<file path="src/rtl/sa_ram_pkg.sv">
// Shared defaults and port bundle for the 64x128 two-port RAM macro.
package sa_ram_pkg;

  localparam int unsigned RAM_DEPTH = 64;
  localparam int unsigned RAM_AW    = 6;
  localparam int unsigned RAM_DW    = 128;

  typedef struct packed {
    logic [RAM_AW-1:0] wa;
    logic              we;
    logic [RAM_DW-1:0] di;
    logic [RAM_AW-1:0] ra;
    logic              re;
  } ram_port_t;

  typedef enum logic [1:0] {
    SKID_EMPTY = 2'd0,
    SKID_ONE   = 2'd1,
    SKID_FULL  = 2'd2
  } skid_state_e;

endpackage

</file>
<file path="src/rtl/sa_fifo_ctrl_rws_64x128_skid2.sv">
// Two-entry register FIFO; the head register drives out_data directly.
module sa_skid2
  import sa_ram_pkg::*;
#(
  parameter int unsigned DW = RAM_DW
) (
  input  logic          clk,
  input  logic          rst,
  input  logic          in_valid,
  output logic          in_ready,
  input  logic [DW-1:0] in_data,
  output logic          out_valid,
  input  logic          out_ready,
  output logic [DW-1:0] out_data,
  output logic [1:0]    occ
);

  skid_state_e   state_q, state_d;
  logic [DW-1:0] d0_q, d1_q;
  logic          pop;
  logic          d0_load, d0_from_d1, d1_load;

  assign out_valid = (state_q != SKID_EMPTY);
  assign out_data  = d0_q;
  assign occ       = state_q;
  assign pop       = out_valid & out_ready;
  assign in_ready  = (state_q != SKID_FULL) | out_ready;

  always_comb begin
    state_d    = state_q;
    d0_load    = 1'b0;
    d0_from_d1 = 1'b0;
    d1_load    = 1'b0;
    unique case (state_q)
      SKID_EMPTY: begin
        if (in_valid) begin
          d0_load = 1'b1;
          state_d = SKID_ONE;
        end
      end
      SKID_ONE: begin
        if (in_valid && pop) begin
          d0_load = 1'b1;
        end else if (pop) begin
          state_d = SKID_EMPTY;
        end else if (in_valid) begin
          d1_load = 1'b1;
          state_d = SKID_FULL;
        end
      end
      SKID_FULL: begin
        if (pop) begin
          d0_from_d1 = 1'b1;
          if (in_valid) d1_load = 1'b1;
          else          state_d = SKID_ONE;
        end
      end
      default: state_d = SKID_EMPTY;
    endcase
  end

  always_ff @(posedge clk) begin
    if (rst) state_q <= SKID_EMPTY;
    else     state_q <= state_d;
  end

  // Data registers carry no reset so the head keeps its last value when empty.
  always_ff @(posedge clk) begin
    if (d0_from_d1)   d0_q <= d1_q;
    else if (d0_load) d0_q <= in_data;
    if (d1_load)      d1_q <= in_data;
  end

endmodule

</file>
<file path="src/rtl/sa_fifo_ctrl_rws_64x128.sv">
// Valid/ready FIFO controller around an external 64x128 two-port RAM with a 2-entry output skid.
module sa_fifo_ctrl_rws_64x128
  import sa_ram_pkg::*;
#(
  parameter int unsigned DEPTH = RAM_DEPTH,
  parameter int unsigned AW    = RAM_AW,
  parameter int unsigned DW    = RAM_DW
) (
  input  logic          clk,
  input  logic          rst,
  input  logic          wr_valid,
  output logic          wr_ready,
  input  logic [DW-1:0] wr_data,
  output logic          rd_valid,
  input  logic          rd_ready,
  output logic [DW-1:0] rd_data,
  output logic [AW-1:0] ram_wa,
  output logic          ram_we,
  output logic [DW-1:0] ram_di,
  output logic [AW-1:0] ram_ra,
  output logic          ram_re,
  input  logic [DW-1:0] ram_dout,
  output logic [31:0]   pwrbus_ram_pd,
  output logic [AW+1:0] count
);

  localparam logic [AW:0] RAM_FULL = (AW+1)'(DEPTH);

  logic [AW-1:0] wr_ptr, rd_ptr;
  logic [AW:0]   ram_cnt;
  logic          inflight;
  logic          push, pop, issue;
  logic [1:0]    skid_occ;
  logic [2:0]    skid_claim;
  logic          skid_in_ready;

  assign wr_ready = (ram_cnt != RAM_FULL);
  assign push     = wr_valid & wr_ready;
  assign pop      = rd_valid & rd_ready;

  // Skid slots already claimed by stored and in-flight words; a pop frees one this cycle.
  assign skid_claim = {1'b0, skid_occ} + {2'b00, inflight};
  assign issue      = (ram_cnt != '0) &&
                      ((skid_claim < 3'd2) || ((skid_claim == 3'd2) && pop));

  assign ram_we        = push;
  assign ram_wa        = wr_ptr;
  assign ram_di        = wr_data;
  assign ram_re        = issue;
  assign ram_ra        = rd_ptr;
  assign pwrbus_ram_pd = '0;

  always_ff @(posedge clk) begin
    if (rst) begin
      wr_ptr   <= '0;
      rd_ptr   <= '0;
      ram_cnt  <= '0;
      inflight <= 1'b0;
      count    <= '0;
    end else begin
      if (push)  wr_ptr <= wr_ptr + 1'b1;
      if (issue) rd_ptr <= rd_ptr + 1'b1;
      inflight <= issue;
      ram_cnt  <= ram_cnt + (AW+1)'(push) - (AW+1)'(issue);
      count    <= count + (AW+2)'(push) - (AW+2)'(pop);
    end
  end

  always_ff @(posedge clk) begin
    if (!rst && inflight) assert (skid_in_ready);
  end

  sa_skid2 #(.DW(DW)) u_skid (
    .clk       (clk),
    .rst       (rst),
    .in_valid  (inflight),
    .in_ready  (skid_in_ready),
    .in_data   (ram_dout),
    .out_valid (rd_valid),
    .out_ready (rd_ready),
    .out_data  (rd_data),
    .occ       (skid_occ)
  );

endmodule
</file>
<file path="config.mk">
export PLATFORM = sky130hd
export DESIGN_NAME = sa_fifo_ctrl_rws_64x128
export DESIGN_NICKNAME = d
export VERILOG_FILES = /design/src/rtl/sa_ram_pkg.sv /design/src/rtl/sa_fifo_ctrl_rws_64x128_skid2.sv /design/src/rtl/sa_fifo_ctrl_rws_64x128.sv
export SDC_FILE = /design/constraint.sdc
export NUM_CORES = 1
export LEC_CHECK = 0
export BUFFER_PORTS_ARGS = -buffer_cell sky130_fd_sc_hd__buf_2
export CAP_MARGIN = 20
export CORE_AREA = 2 2 225 227
export CTS_CLUSTER_SIZE = 12
export DETAILED_ROUTE_END_ITERATION = 16
export DIE_AREA = 0 0 227 229
export HOLD_SLACK_MARGIN = 0.03
export PLACE_DENSITY = 0.53
export REMOVE_ABC_BUFFERS = 1
export SETUP_SLACK_MARGIN = 0.5
export SKIP_LAST_GASP = 1
export SLEW_MARGIN = 5
export SYNTH_ARGS = -nofsm -noshare
export SYNTH_HDL_FRONTEND = slang
export SYNTH_HIERARCHICAL = 1
export SYNTH_SLANG_ARGS = --single-unit
</file>
<file path="constraint.sdc">
create_clock -name clk -period 16.8 [get_ports clk]
set_clock_uncertainty 0.2 [all_clocks]
set_input_delay 1.68 -clock clk [delete_from_list [all_inputs] [get_ports clk]]
set_output_delay 1.68 -clock clk [all_outputs]
set_load 0.02 [all_outputs]
</file>
==> reports/results.ini <==
[global_route]
grt_pass1_wl_mm=70.16
antenna_found_initial=3
grt_start_max_net_pins=83
grt-ovfl-total=0
grt.busiest_layer=met2
grt_pass1_vias=6966
track_usage_pct=20.93
globalRouteMet1Util_pct=15.09
met2_usage_pct=32.49
gr-usage-met3_pct=25.12

[final_layout]
fin_nets=1256
drive_gt1_share_pct=47.97
diodes=0
fillCellCount=4981
syn2layout_area_growth_pct=15.14

[timing]
period_minus_slack_ns=4.667
slew_violations=0
rsz0062_at_grt=no
setup_tns_ns=0
finalCritPeriodShare_pct=27.78
worst_slew_pin_slew_ns=0.9980
setup_violations=0
fmax_mhz=214.3
hold_viol=0
relSlewSlack_pct=33.47
worst_hold_slack_ns=0.3096

[floorplan]
die_width_um=227
core_area_mm2=0.04966
std_cell_rows=82
pin_count=572
initial_utilization_pct=26.22
die_y_um=229
fp.dieArea_mm2=0.05198

[synthesis]
syn_area_mm2=0.01302
postSynthCellCount=792
avgSynthCellArea_um2=16.44
yosys_warnings=6

[clocking]
clock_path_buffers=3
cts_tree=built
clock_latency_ns=0.53
cts_hold_buffers=0
cts_buffers=34
clock_sinks=286
cts-resized-gates=0
clock_tree.root_cell=clkbuf_16
cts_setup_buffers=0
htreeDepth=2
clk_pin_slew_ns=0.06

[setup_path]
crit_arrival_ns=2.79
cp-end-kind=output pin
cp-start-kind=input pin
worstPathMaxFanout=11
r2r_cells=6
path_class=input pin to output pin
crit_required_ns=14.92

[outcome]
outcome=finished clean

[route]
wl_mm=55.77
drtIter0Drc=383
ant_nets=0
vias=7174
vias_per_cell=4.327
drcViolationCount=0
drt-wirelength-per-cell_um=33.64
first_pass_iters=4

[place]
dp_hpwl_mm=45.95
numPortBuffers=283
gp_congestion=0.9181

[hold_path]
hold_depth=2
hold_path.class=flop to flop

[flow_run]
maxCapViolCount=0

[power_and_ir_drop]
p_per_area_mw_per_mm2=165.2
p_leak_nw=6.078
peakVddDrop_mv=0.09275

critical path, stage by stage:
cell	delay, ns
buf_2	0.11
and2_1	0.18
a31oi_1	0.13
clkbuf_4	0.21
nor2_1	0.26
buf_2	0.22
power by group:
part           switching, mW  internal, mW  total, mW  leakage [nW]
logic                  0.483         0.242      0.725          2.96
registers             0.0587         0.987       1.05          2.62
clock network          0.295         0.411      0.706         0.498
total                  0.837          1.64       2.48          6.08
layout by cell type (no fill, tap or decap), types with 3 or more instances in the layout:
cell and instances:
clkinv_2 5, clkinvlp_4 3, nor2b_1 7, a211oi_1 7, dfxtp_1 30, o21ai_0 11, or3_1 5, mux2i_1 3
nand2_1 5, nor3b_1 3, inv_1 31, nor2_1 19, nand3_1 7, a31oi_1 5, clkbuf_16 35, xnor2_1 6
mux2_4 102, mux2_2 27, buf_2 283, o311a_1 3, nand2b_1 5, conb_1 32, a21oi_1 10, buf_4 5
or4_1 4, ha_1 27, nor3_1 3, clkbuf_1 6, edfxtp_1 256
per-stage QoR:
step / utilization [%] / total power, mW / std cells / setup slack [ns] / cell area [µm²]
6_report: 30.20 / 2.476 / 1658 / 12.13 / 14990
5_1_grt: 30.20 / 2.612 / 1658 / 12.03 / 14990
4_1_cts: 30.18 / 2.505 / 1657 / 11.56 / 14990
3_5_place_dp: 28.10 / 1.787 / 1602 / 11.58 / 13960
3_3_place_gp: 28.10 / 1.781 / 1602 / 11.62 / 13960
2_1_floorplan: - / 1.573 / 642 / 5.391 / 11620
worst paths after layout:
kind / start / slack, ns / endpoint
max: rd_ready / 12.13 / ram_re
min: ram_ra[4] / 0.31 / ram_ra[4]
max reg2reg: u_skid/occ[0] / 12.92 / u_skid/d1_q[114]
min reg2reg: ram_ra[4] / 0.31 / ram_ra[4]
layout make-up:
cell class | count | area (µm²) | share of cell area (%)
well taps | 672 | 840.8 | 5.607
multi-input cells | 325 | 3257 | 21.72
clock inverters | 14 | 132.6 | 0.8845
clock buffers | 41 | 898.4 | 5.991
flip-flops and latches | 286 | 8288 | 55.27
inverters | 31 | 116.4 | 0.7760
repair buffers | 289 | 1461 | 9.746
routing by layer:
metal | share of wire (%) | vias to the layer above
li1 | - | 3063
met2 | 45 | 639
met3 | 26 | 94
met4 | 3.2 | 16
met1 | 25 | 3362
met5 | 1.3 | -
state kept, by name, indices dropped and copies added (netlist names):
signal           flops
count                8
inflight             1
ram_cnt              7
ram_ra               6
ram_wa               6
u_skid/d1_q        128
u_skid/occ           2
u_skid/out_data    128
(Power assumes the default switching activity.)
